[src/rtl/universal_shift_reg_if.sv]
// ============================================================================
// Module   : universal_shift_reg_if
// Brief    : Control, serial and parallel data bundle for universal_shift_reg.
// Revision : 1.0
// ============================================================================
`default_nettype none

interface universal_shift_reg_if #(
    parameter int N = 5,
    parameter int W = 1
);
    localparam int CNT_W = $clog2(N);

    logic             en;
    logic [2:0]       mode;
    logic [W-1:0]     si_r;
    logic [W-1:0]     si_l;
    logic [N*W-1:0]   pi;
    logic [W-1:0]     so_r;
    logic [W-1:0]     so_l;
    logic [N*W-1:0]   po;
    logic [CNT_W-1:0] shift_cnt;
    logic             frame_done;

    modport master (
        output en, mode, si_r, si_l, pi,
        input  so_r, so_l, po, shift_cnt, frame_done
    );

    modport slave (
        input  en, mode, si_r, si_l, pi,
        output so_r, so_l, po, shift_cnt, frame_done
    );
endinterface

`default_nettype wire

[src/rtl/universal_shift_reg.sv]
// ============================================================================
// Module   : universal_shift_reg
// Brief    : N-stage x W-bit universal shift register with frame counter.
// Revision : 1.0
// ============================================================================
`default_nettype none

module universal_shift_reg #(
    parameter int N = 5,
    parameter int W = 1
) (
    input  wire                   clk,
    input  wire                   reset,
    universal_shift_reg_if.slave  sr_bus
);
    localparam int CNT_W = $clog2(N);

    localparam logic [2:0] c_MODE_SHR  = 3'b001;
    localparam logic [2:0] c_MODE_SHL  = 3'b010;
    localparam logic [2:0] c_MODE_ROR  = 3'b011;
    localparam logic [2:0] c_MODE_ROL  = 3'b100;
    localparam logic [2:0] c_MODE_LOAD = 3'b101;
    localparam logic [2:0] c_MODE_CLR  = 3'b110;

    localparam logic [CNT_W-1:0] c_CNT_LAST = CNT_W'(N - 1);

    logic [N-1:0][W-1:0] r_q;
    logic [CNT_W-1:0]    r_cnt;
    logic                r_frame_done;

    logic [N-1:0][W-1:0] w_q_next;
    logic                w_advance;
    logic                w_restart;

    // Stage 0 sits at the LSB end, so "right" moves data toward index 0.
    always_comb begin
        w_q_next  = r_q;
        w_advance = 1'b0;
        w_restart = 1'b0;
        if (sr_bus.en) begin
            case (sr_bus.mode)
                c_MODE_SHR: begin
                    w_q_next  = {sr_bus.si_r, r_q[N-1:1]};
                    w_advance = 1'b1;
                end
                c_MODE_SHL: begin
                    w_q_next  = {r_q[N-2:0], sr_bus.si_l};
                    w_advance = 1'b1;
                end
                c_MODE_ROR: begin
                    w_q_next  = {r_q[0], r_q[N-1:1]};
                    w_advance = 1'b1;
                end
                c_MODE_ROL: begin
                    w_q_next  = {r_q[N-2:0], r_q[N-1]};
                    w_advance = 1'b1;
                end
                c_MODE_LOAD: begin
                    w_q_next  = sr_bus.pi;
                    w_restart = 1'b1;
                end
                c_MODE_CLR: begin
                    w_q_next  = '0;
                    w_restart = 1'b1;
                end
                default: begin
                    w_q_next  = r_q;
                end
            endcase
        end
    end

    always_ff @(posedge clk) begin
        if (reset) begin
            r_q          <= '0;
            r_cnt        <= '0;
            r_frame_done <= 1'b0;
        end else begin
            r_q          <= w_q_next;
            r_frame_done <= 1'b0;
            if (w_restart) begin
                r_cnt <= '0;
            end else if (w_advance) begin
                if (r_cnt == c_CNT_LAST) begin
                    r_cnt        <= '0;
                    r_frame_done <= 1'b1;
                end else begin
                    r_cnt <= r_cnt + CNT_W'(1);
                end
            end
        end
    end

    assign sr_bus.so_r       = r_q[0];
    assign sr_bus.so_l       = r_q[N-1];
    assign sr_bus.po         = r_q;
    assign sr_bus.shift_cnt  = r_cnt;
    assign sr_bus.frame_done = r_frame_done;

endmodule

`default_nettype wire

[src/flat_wrapper.sv]
// flat-port wrapper written by rule: the top's interface ports become plain ports
module universal_shift_reg_flat 
#(
    parameter int N = 5,
    parameter int W = 1
)
  (clk, reset, sr_bus_en, sr_bus_mode, sr_bus_si_r, sr_bus_si_l, sr_bus_pi, sr_bus_so_r, sr_bus_so_l, sr_bus_po, sr_bus_shift_cnt, sr_bus_frame_done);
  universal_shift_reg_if #(.N(N), .W(W)) sr_bus_i ();
  input  wire clk;
  input  wire reset;
  input wire logic [$bits(sr_bus_i.en)-1:0] sr_bus_en;
  input wire logic [$bits(sr_bus_i.mode)-1:0] sr_bus_mode;
  input wire logic [$bits(sr_bus_i.si_r)-1:0] sr_bus_si_r;
  input wire logic [$bits(sr_bus_i.si_l)-1:0] sr_bus_si_l;
  input wire logic [$bits(sr_bus_i.pi)-1:0] sr_bus_pi;
  output wire logic [$bits(sr_bus_i.so_r)-1:0] sr_bus_so_r;
  output wire logic [$bits(sr_bus_i.so_l)-1:0] sr_bus_so_l;
  output wire logic [$bits(sr_bus_i.po)-1:0] sr_bus_po;
  output wire logic [$bits(sr_bus_i.shift_cnt)-1:0] sr_bus_shift_cnt;
  output wire logic [$bits(sr_bus_i.frame_done)-1:0] sr_bus_frame_done;
  assign sr_bus_i.en = sr_bus_en;
  assign sr_bus_i.mode = sr_bus_mode;
  assign sr_bus_i.si_r = sr_bus_si_r;
  assign sr_bus_i.si_l = sr_bus_si_l;
  assign sr_bus_i.pi = sr_bus_pi;
  assign sr_bus_so_r = sr_bus_i.so_r;
  assign sr_bus_so_l = sr_bus_i.so_l;
  assign sr_bus_po = sr_bus_i.po;
  assign sr_bus_shift_cnt = sr_bus_i.shift_cnt;
  assign sr_bus_frame_done = sr_bus_i.frame_done;
  universal_shift_reg #(.N(N), .W(W)) u_core (.clk(clk), .reset(reset), .sr_bus(sr_bus_i));
endmodule
[config.mk]
export PLATFORM = sky130hd
export DESIGN_NAME = universal_shift_reg_flat
export DESIGN_NICKNAME = d
export VERILOG_FILES = /design/src/rtl/universal_shift_reg_if.sv /design/src/rtl/universal_shift_reg.sv /design/src/flat_wrapper.sv
export SDC_FILE = /design/constraint.sdc
export NUM_CORES = 1
export LEC_CHECK = 0
export BUFFER_PORTS_ARGS = -buffer_cell sky130_fd_sc_hd__buf_2
export CAP_MARGIN = 10
export CORE_MARGIN = 2
export CORE_UTILIZATION = 33
export DETAILED_ROUTE_END_ITERATION = 10
export GPL_TIMING_DRIVEN = 0
export HOLD_SLACK_MARGIN = 0.08
export MAX_ROUTING_LAYER = met4
export PLACE_DENSITY = 0.58
export REMOVE_ABC_BUFFERS = 1
export SLEW_MARGIN = 20
export SYNTH_ARGS = -nofsm -noshare
export SYNTH_HDL_FRONTEND = slang
export SYNTH_SLANG_ARGS = --single-unit
[constraint.sdc]
create_clock -name clk -period 2.19 [get_ports clk]
set_clock_uncertainty 0.1 [all_clocks]
set_input_delay 0.3285 -clock clk [delete_from_list [all_inputs] [get_ports clk]]
set_output_delay 0.3285 -clock clk [all_outputs]
set_load 0.03 [all_outputs]
==> metrics.md <==
| Metric | Value |
|---|---|
| Die span in x | between 40 and 50 um |
| DR DRC count | 0 |
| CTS Buf Count | 3 |
| Period minus WS final | 1.383 ns |
| Root buf cell | clkbuf_4 |
| Layout cells sized above 1 | 0.3021 |
| Worst Path Max Fanout | 15 |
| Die Y | between 40 and 50 um |
| Clock slew seen by the registers of the worst setup and hold paths | about 0.070 ns |
| Period utilization | 0.6316 |
| Sequential share of power | 0.416 |
| Grt total ovfl | 0 |
| Routed vias | approximately 700 |
| Worst slew margin | 0.7230 |
| HP Class | input pin to flip-flop |
| Die area | approximately 2400 um^2 |
| Pin count of the biggest net entering global routing | 21 |
| Buffers on Ports | 23 |
| Pre-antenna DRT Iters | 4 |
| Worst hold path depth | 2 |
| CTS Buffer Depth | 2 |
| Slew of the pin with the lowest slew margin | 0.4112 ns |
| First-pass GRT wire length | ~2.8 mm |
| Hold Vio Cnt, Final | 0 |
| Net switching power | 0.1537 mW |
| Maximum VDD drop | between 0.3 and 0.4 mV |
| Setup violators final | 0 |
| RSZ-0062 raised after global routing | false |
| Antenna-violating nets left | 0 |
| Logic pwr share | 0.265 |
| Leakage power total | between 0.3 and 0.4 nW |
| MaxCap Viol Count | 0 |
| Via/cell ratio | 5.650 |
| Fill count | 221 |
| Seq/Total Area, Yosys | 0.2743 |
| Post-synth EDFFs | 0 |
| Final instance area | around 770 um^2 |
| Final GP Congestion | a little over 0.8 |
| Postcts setup bufs | 0 |
| Yosys cell types | 34 |
| Vias in the first global route | approximately 600 |
| Layout overhead on the synthesized area | 17.33% |
| Hold buffer count at CTS | 0 |
| Skew-Pair Late Insertion Delay | ~0.27 ns |
| Final hold slack | roughly 0.21 ns |
| CP Launch Type | input pin |
| Row cnt | 16 |
| Ys flop type | dfxtp_1 |
| DR WL/cell | 13.54 um |
| Clk sinks | 9 |
| Routed wire length | roughly 1.7 mm |
| Cells after DPL | between 100 and 150 |
| Post-synthesis instance total | 78 |
| Pwr/cell area | 571.5 nW/um^2 |
| Placed Area | 744.5 um^2 |
| Ports | 24 |
| Mapped cell area | between 600 and 700 um^2 |
| Largest area contributor in the synthesized netlist | dfxtp_1 |
| Syn_area_per_cell | between 8 and 9 um^2 |
| Yosys reg bits | 9 |
| Synth warn | 0 |
| Final nets | 112 |
| Critical-path top delay cell | or3_1 |
| RR Endpoint | u_core.sr_bus.shift_cnt[1] |
| Ys async rst share | 0 |
| Antenna violations before repair | 0 |
| Placeable Area | 1922 um^2 |
| Status | finished, final reports clean |
| Post-route setup TNS | 0 ns |
| Worst path max stage delay | between 0.5 and 0.6 ns |
| Non-filler instance count after layout | 123 |
| Crit Path Category | input pin to flip-flop |
| GRT Overall Usage | 0.1542 |
| Initial DRC Count | 21 |
| CP Data Arrival Time | 1.48 ns |
| Diodes inserted | 0 |
| Cell-internal power | 0.2867 mW |
| Worst setup path startpoint | sr_bus_mode[0] |
| Req. time, crit path | approximately 2.3 ns |
| Hold EP | u_core.sr_bus.so_r |
| Net Sw Frac | 0.3490 |
| Crit. End Element | flip-flop |
| CTS tree | yes |
| Top-area cell type share of the netlist area | 0.2743 |
| DP HPWL | about 1.1 mm |
| R2R setup slack | between 0.8 and 0.9 ns |
| H-Tree Depth | 1 |
| Critical path, cell by cell | buf_2, or3_1, and3_4, a311oi_2 |
| Clock share of power | 0.320 |
| Worst min-delay path startpoint | reset |
| CTS resizes | 0 |
| Synth top area cells | dfxtp_1 27%, a31oi_1 4.8%, a311oi_1 4.0% |
| Initial core utilization | 0.3418 |
| Final Util | 0.4010 |
| R2R depth | 5 |
| Pins over their slew limit | 0 |
| Worst r2r src | u_core.sr_bus.shift_cnt[0] |
| Fmax | about 720 MHz |
## Yosys cell counts (all sizes together) (2+ instances only)
master  count
o221ai      3
nand3       2
a311oi      4
o21a        3
nand2b      3
a21oi       4
buf         8
nor3b       2
nor3        4
nand4       2
nand3b      2
o21ai       5
dfxtp       9
o31ai       2
ha          2
nor2        2
inv         3
a31oi       5
## cell usage in the layout (no fill, tap or decap), types with 2 or more instances in the layout
cell type / n
buf_2: 23
dfxtp_1: 9
o21ai_0: 5
a31oi_1: 5
nor3_1: 4
a21oi_1: 4
inv_1: 3
o21a_1: 3
nand2b_1: 3
o221ai_1: 3
a311oi_1: 3
clkbuf_4: 3
nand3_1: 2
nor2_1: 2
nor3b_1: 2
o31ai_1: 2
nand4_1: 2
nand3b_1: 2
ha_1: 2
## metal layers
layer	up-vias	share of wire	GRT usage
li1	343	-	-
met1	316	0.44	0.1863
met2	36	0.44	0.2329
met3	0	0.11	0.07716
met4	0	0	0.02857
met5	-	0	-
## registers in the layout (all words and copies together), names as in the netlist
| signal | count |
|---|---|
| u_core.sr_bus.frame_done | 1 |
| u_core.sr_bus.so_r | 1 |
| u_core.sr_bus.po | 3 |
| u_core.sr_bus.shift_cnt | 3 |
| u_core.sr_bus.so_l | 1 |
## power by group through the flow
stage | Clock, mW | Combinational [mW] | Sequential [mW]
after global routing | 0.149 | 0.128 | 0.185
final | 0.141 | 0.117 | 0.183
after global placement | 0 | 0.116 | 0.187
after floorplan | 0 | 0.0479 | 0.208
after detailed placement | 0 | 0.116 | 0.187
after CTS | 0.141 | 0.117 | 0.183
## metrics by stage
stage | total power, mW | setup slack (ns)
CTS | 0.4414 | 0.8186
detailed placement | 0.3035 | 0.5258
finish | 0.4405 | 0.8069
global placement | 0.3026 | 0.5432
floorplan | 0.2559 | 0.7527
global route | 0.4615 | 0.7252
## logic make-up (layout without fill, tap and decap cells)
group / Yosys count / after routing / share of synthesized area
and+or+nand+nor: 22 / 22 / 0.2076
xor gates and xnor gates: 1 / 1 / 0.01334
AOI/OAI and AO/OA: 32 / 32 / 0.3562
buffers and inverters: 12 / 30 / 0.1105
DFF: 9 / 9 / 0.2743
adders and majority gates: 2 / 2 / 0.03809
## how the worst max path moves through the flow
stage	to	slack, ns	depth (start not counted)
6_report	u_core.sr_bus.so_r	0.81	4
5_1_grt	u_core.sr_bus.so_r	0.73	4
4_1_cts	u_core.sr_bus.so_r	0.82	4
3_5_place_dp	u_core.sr_bus.so_r	0.53	4
3_3_place_gp	u_core.sr_bus.so_r	0.54	4
2_1_floorplan	u_core.sr_bus.shift_cnt[1]	0.75	5
## critical path, delay by kind of cell
kind	cells	cell delay, ns
buffers and inverters	1	0.18
AND/OR/NAND/NOR	2	0.79
AO/OA/AOI/OAI	1	0.18
## area by class of cell
| cell class | instances | area (um^2) | share of cell area |
|---|---|---|---|
| multi-input cells | 57 | 404.1 | 0.5244 |
| flip-flops and latches | 9 | 180.2 | 0.2338 |
| repair buffers | 23 | 115.1 | 0.1494 |
| well taps | 27 | 33.78 | 0.04383 |
| inverters | 3 | 11.26 | 0.01461 |
| clock buffers | 4 | 26.28 | 0.03409 |
(Power assumes the default switching activity.)
